### src/rtl/fpu_pkg.sv
// fpu_pkg
//    Shared constants and types for the FPU result path.
//    - EXPO_BITS_*, MANT_BITS_*, BIAS_* : IEEE-754 field widths and bias for
//      the 32-bit and 64-bit formats, plus lookup functions keyed by width.
//    - fpu_entry_t : one queue entry {ovf, unf, data}. The data field is sized
//      for the widest legal format; narrower results are zero-extended.
package fpu_pkg;

   localparam int FPU_MAX_X     = 64;

   localparam int EXPO_BITS_32  = 8;
   localparam int MANT_BITS_32  = 23;
   localparam int BIAS_32       = 127;
   localparam int EXPO_BITS_64  = 11;
   localparam int MANT_BITS_64  = 52;
   localparam int BIAS_64       = 1023;

   function automatic int expo_bits(input int x);
      return (x == 64) ? EXPO_BITS_64 : EXPO_BITS_32;
   endfunction

   function automatic int mant_bits(input int x);
      return (x == 64) ? MANT_BITS_64 : MANT_BITS_32;
   endfunction

   function automatic int bias(input int x);
      return (x == 64) ? BIAS_64 : BIAS_32;
   endfunction

   typedef logic [FPU_MAX_X-1:0] fpu_data_t;

   typedef struct packed {
      logic      ovf;
      logic      unf;
      fpu_data_t data;
   } fpu_entry_t;

endpackage

### src/rtl/fpu_queue_mem.sv
// fpu_queue_mem
//    DEPTH x fpu_entry_t storage, one synchronous write port and one
//    asynchronous read port. Contents are not reset.
//    Ports:
//       clk      : clock, write on rising edge
//       wr_en    : write strobe
//       wr_addr  : write slot
//       wr_entry : entry to write
//       rd_addr  : read slot
//       rd_entry : entry at rd_addr (combinational)
module fpu_queue_mem
   import fpu_pkg::*;
#(
   parameter  int DEPTH = 4,
   localparam int AW    = $clog2(DEPTH)
) (
   input  logic          clk,
   input  logic          wr_en,
   input  logic [AW-1:0] wr_addr,
   input  fpu_entry_t    wr_entry,
   input  logic [AW-1:0] rd_addr,
   output fpu_entry_t    rd_entry
);

   fpu_entry_t mem [DEPTH];

   always_ff @(posedge clk) begin
      if (wr_en) begin
         mem[wr_addr] <= wr_entry;
      end
   end

   assign rd_entry = mem[rd_addr];

endmodule

### src/rtl/fpu_result_queue.sv
// fpu_result_queue
//    FIFO for multiplier results with per-entry overflow/underflow flags and
//    sticky summary flags. Strict FIFO order, no bypass: a pushed entry is
//    visible on the output one cycle after the push.
//    Ports:
//       clk, rst                  : clock, async active-high reset
//       in_valid/in_ready         : push handshake; in_ready also high on a
//                                   full queue when out_ready pops this cycle
//       in_data, in_overflow,
//       in_underflow              : entry stored unmodified
//       out_valid/out_ready       : pop handshake
//       out_data, out_overflow,
//       out_underflow             : head entry; holds last head when empty
//       sticky_ovf, sticky_unf    : set on accepted flagged push
//       flag_clear                : sync clear of sticky flags (wins over set)
//       level                     : occupancy 0..DEPTH
//       result_count              : pop counter, only with FPU_RESULT_COUNT_EN
//    Build option: define FPU_RESULT_COUNT_EN to add result_count.
module fpu_result_queue
   import fpu_pkg::*;
#(
   parameter  int X     = 32,
   parameter  int DEPTH = 4,
   localparam int PW    = $clog2(DEPTH)
) (
   input  logic          clk,
   input  logic          rst,
   input  logic          in_valid,
   input  logic [X-1:0]  in_data,
   input  logic          in_overflow,
   input  logic          in_underflow,
   output logic          in_ready,
   output logic          out_valid,
   input  logic          out_ready,
   output logic [X-1:0]  out_data,
   output logic          out_overflow,
   output logic          out_underflow,
   output logic          sticky_ovf,
   output logic          sticky_unf,
   input  logic          flag_clear,
   output logic [PW:0]   level
`ifdef FPU_RESULT_COUNT_EN
   ,
   output logic [31:0]   result_count
`endif
);

   localparam logic [PW:0] FULL = (PW+1)'(DEPTH);

   logic [PW-1:0] wr_ptr;
   logic [PW-1:0] rd_ptr;
   logic          push;
   logic          pop;
   fpu_entry_t    wr_entry;
   fpu_entry_t    rd_entry;
   fpu_entry_t    hold_q;
   fpu_entry_t    head;

   assign in_ready  = (level != FULL) || out_ready;
   assign out_valid = (level != '0);
   assign push      = in_valid && in_ready;
   assign pop       = out_valid && out_ready;

   always_comb begin
      wr_entry      = '0;
      wr_entry.ovf  = in_overflow;
      wr_entry.unf  = in_underflow;
      wr_entry.data = fpu_data_t'(in_data);
   end

   fpu_queue_mem #(.DEPTH(DEPTH)) u_mem (
      .clk      (clk),
      .wr_en    (push),
      .wr_addr  (wr_ptr),
      .wr_entry (wr_entry),
      .rd_addr  (rd_ptr),
      .rd_entry (rd_entry)
   );

   // When empty the output shows the entry most recently popped (zero after
   // reset) rather than whatever stale slot rd_ptr now points at.
   assign head          = out_valid ? rd_entry : hold_q;
   assign out_data      = head.data[X-1:0];
   assign out_overflow  = head.ovf;
   assign out_underflow = head.unf;

   generate
      if (X < FPU_MAX_X) begin : g_pad
         logic unused_pad;
         assign unused_pad = ^head.data[FPU_MAX_X-1:X];
      end
   endgenerate

   always_ff @(posedge clk or posedge rst) begin
      if (rst) begin
         wr_ptr <= '0;
         rd_ptr <= '0;
         level  <= '0;
         hold_q <= '0;
      end else begin
         if (push) begin
            wr_ptr <= wr_ptr + PW'(1);
         end
         if (pop) begin
            rd_ptr <= rd_ptr + PW'(1);
            hold_q <= rd_entry;
         end
         case ({push, pop})
            2'b10:   level <= level + (PW+1)'(1);
            2'b01:   level <= level - (PW+1)'(1);
            default: level <= level;
         endcase
      end
   end

   always_ff @(posedge clk or posedge rst) begin
      if (rst) begin
         sticky_ovf <= 1'b0;
         sticky_unf <= 1'b0;
      end else if (flag_clear) begin
         sticky_ovf <= 1'b0;
         sticky_unf <= 1'b0;
      end else if (push) begin
         sticky_ovf <= sticky_ovf | in_overflow;
         sticky_unf <= sticky_unf | in_underflow;
      end
   end

`ifdef FPU_RESULT_COUNT_EN
   always_ff @(posedge clk or posedge rst) begin
      if (rst) begin
         result_count <= '0;
      end else if (flag_clear) begin
         result_count <= '0;
      end else if (pop) begin
         result_count <= result_count + 32'd1;
      end
   end
`endif

endmodule

### config.mk
export PLATFORM = sky130hd
export DESIGN_NAME = fpu_result_queue
export DESIGN_NICKNAME = d
export VERILOG_FILES = /design/src/rtl/fpu_pkg.sv /design/src/rtl/fpu_queue_mem.sv /design/src/rtl/fpu_result_queue.sv
export SDC_FILE = /design/constraint.sdc
export NUM_CORES = 1
export LEC_CHECK = 0
export CAP_MARGIN = 20
export CELL_PAD_IN_SITES_DETAIL_PLACEMENT = 1
export CELL_PAD_IN_SITES_GLOBAL_PLACEMENT = 2
export CORE_ASPECT_RATIO = 1.75
export CORE_MARGIN = 3
export CORE_UTILIZATION = 47
export CTS_CLUSTER_DIAMETER = 100
export DETAILED_ROUTE_END_ITERATION = 16
export PLACE_DENSITY = 0.92
export SYNTH_ARGS = -nofsm -noshare
export SYNTH_HDL_FRONTEND = slang
export SYNTH_SLANG_ARGS = --single-unit
### constraint.sdc
create_clock -name clk -period 3.4 [get_ports clk]
set_clock_uncertainty 0.05 [all_clocks]
set_input_delay 0.51 -clock clk [delete_from_list [all_inputs] [get_ports clk]]
set_output_delay 0.51 -clock clk [all_outputs]
set_load 0.005 [all_outputs]
==> summary.txt <==
Outcome
  – Status: complete, no violations

Cells and area
  – Register area: 0.00516 mm2
  – Util after Layout: 58.1%
  – Layout cells sized above 1: 32.6%
  – Area added between synthesis and finish: 21.0%
  – Filler instances: 1,278
  – Most common cell after layout, fill and taps aside: edfxtp_1
  – Layout Cells excl Fill: 615
  – Final-stage net count: 464
  – Multi-input logic area: 0.00183 mm2
  – ANT cells: 0
  – Most frequent cells in the layout: 136 x edfxtp_1, 79 x clkdlybuf4s50_1, 63 x mux2_2

Synthesis
  – Synth Warn #: 0
  – Seq/Total Area, Yosys: 72.1%
  – Post-synthesis cell type count: 26
  – Syn nets: 377
  – Post-Synthesis Cells: 332
  – Synth Area per Inst: 21.6 um2
  – Mapped Area: 0.00716 mm2
  – Seq cells post-synth: 179

CTS
  – Setup Buffers After CTS: 0
  – Worst skew pair latency: 0.42 ns
  – CTS tree: done
  – Clock buffer depth: 2
  – H-tree Lvls: 4
  – Clock slew at reported path FFs: 0.07 ns
  – Post-CTS sizing: 0
  – Clk sinks: 179
  – CTS Buf Count: 17
  – Root Buffer Master: clkbuf_16
  – # hold bufs at CTS: 0

Worst setup path
  – CP endpoint: out_overflow
  – CP Data Arrival Time: 2.70 ns
  – CP max FO: 35
  – CP Launch Point: rd_ptr[1]
  – FF-to-FF setup slack: 0.91 ns
  – R2r endpoint: level[2]
  – Crit start category: register
  – Crit path capture type: output pin
  – Worst EP required: 2.84 ns
  – Length in cells of the worst reg-to-reg path: 8
  – Setup CP Type: reg -> out
  – R2R Path Start: level[0]

Global routing
  – Initial antenna violation count: 0
  – Grt total ovfl: 0
  – First-pass GRT wire length: 24,200 um
  – Largest net degree at the start of global routing: 37
  – GRT Resource Usage Total: 19.5%
  – Vias in the first global route: 3,991

Floorplanning
  – Row cnt: 59
  – Core area: 0.0149 mm2
  – Total die area: 0.0168 mm2
  – # IOs: 80
  – Die Width: 99.3 um
  – Starting Density: 48.0%
  – Chip Height: 169 um

Placement
  – # port buffers: 79
  – DP HPWL: 8940 um
  – Worst slack at placement: 0.471 ns
  – Gpl congestion: 0.717
  – Placed Cells incl. Taps: 583

Power
  – Net switching power: 0.00235 W
  – P_leak: 3.05 nW
  – Clock share of power: 23.0%
  – PwrDens: 935 mW/mm2
  – P_int: 0.00574 W
  – Combinational cell fraction of total power: 35.1%
  – Sequential power share: 41.8%
  – Sw Share: 29.0%
  – Max VDD drop: 0.620 mV

STA
  – Final setup viols: 0
  – FMAX: 0.307 GHz
  – Worst-Margin Slew: 0.999 ns
  – Final setup TNS: 0 ns
  – Max Slew Vio Count: 0
  – Final hold violation count: 0
  – Unrepaired setup endpoints after global routing: false
  – Final min period: 3.26 ns
  – Period utilization: 95.9%
  – Final worst setup slack: 0.138 ns
  – Slew headroom: 33.4%
  – Final hold slack: 0.459 ns

Drt
  – Final ANT Viol Nets: 0
  – Via Count: 3,504
  – Pre-Repair DR Iteration Count: 4
  – DRC viols: 0
  – Number of DRC markers in iteration 0: 175
  – Drt wl/cell: 25.1 um
  – Via density: 5.70
  – Post-Route WL: 15,500 um

Run
  – Max-cap violations: 0

Hold path
  – HP Class: in -> async
-- state kept, by name, summed over array words and instances (netlist names) --
| signal | cells |
|---|---|
| level | 3 |
| rd_ptr | 2 |
| sticky_unf | 1 |
| hold_q | 34 |
| sticky_ovf | 1 |
| u_mem.mem | 136 |
| wr_ptr | 2 |
-- cells by family (layout without fill, tap and decap cells) --
kind of cell	Yosys count	count (layout)	synth area share, %
xor+xnor	6	6	0.734
flops	179	179	72.1
compound gates	3	3	0.297
simple gates	11	11	0.944
fa+ha+maj	6	6	1.15
buf+inv	23	123	2.50
mux	104	104	22.3
-- routing by layer --
layer  routed length (um)  track usage, %  vias up
met5                    0               0        -
met4                  308            7.43        0
met3                  533            3.70       21
met2                 8710            34.7       95
met1                 5900            23.5     1874
li1                     -               -     1514
-- how the worst min path moves through the flow --
| stage | to | slack (ns) | cells past startpoint |
|---|---|---|---|
| floorplan | hold_q[13] | 0.43 | 1 |
| CTS | hold_q[24] | 0.46 | 3 |
| detailed placement | sticky_ovf | 0.44 | 2 |
| global route | hold_q[23] | 0.46 | 3 |
| finish | hold_q[24] | 0.46 | 3 |
| global placement | hold_q[65] | 0.44 | 1 |
-- worst max-delay path: stages (launching register included) --
cell	delay [ns]
dfrtp_2	1.02
mux4_1	0.49
mux2_2	0.32
clkdlybuf4s50_1	0.45
-- layout make-up --
type	count	area share (%)
Sequential cell	179	59.6
Clock inverter	13	1.45
Multi-Input combinational cell	130	21.1
Timing Repair Buffer	85	9.94
Tap cell	183	2.64
Inverter	6	0.260
Clock buffer	19	5.00
-- synthesized netlist by cell type --
cell      count  area share [%]
nand2_4       1            0.16
dfrtp_1      43              15
and3_1        4            0.35
edfxtp_1    136              57
mux2_2       63             9.9
mux4_1        6             2.2
or3_1         1           0.087
nand2_1       1           0.052
buf_12        3            0.84
a31oi_1       2            0.17
ha_1          5            0.87
mux4_2       28             8.8
o31a_1        1            0.12
xnor2_1       3            0.37
mux2_1        1            0.16
mux2_4        5             1.0
inv_1         6            0.31
nor2_1        3            0.16
buf_2         8            0.56
xor2_1        3            0.37
fa_1          1            0.28
clkbuf_1      1           0.052
mux2i_1       1            0.14
buf_4         1            0.10
buf_6         4            0.63
or4b_1        1            0.14
-- through the flow --
step / cell area [um2] / total power [W]
2_1_floorplan: 7160 / 0.00500
3_3_place_gp: 8100 / 0.00608
3_5_place_dp: 8100 / 0.00625
4_1_cts: 8660 / 0.00822
5_1_grt: 8660 / 0.00851
6_report: 8660 / 0.00809
-- power groups by stage --
stage	Clock (W)	Sequential [W]	Combinational (W)
6_report	0.00186	0.00339	0.00284
5_1_grt	0.00199	0.00345	0.00307
4_1_cts	0.00191	0.00339	0.00292
3_5_place_dp	0	0.00340	0.00285
3_3_place_gp	0	0.00333	0.00275
2_1_floorplan	0	0.00316	0.00184
(Power assumes the default switching activity.)
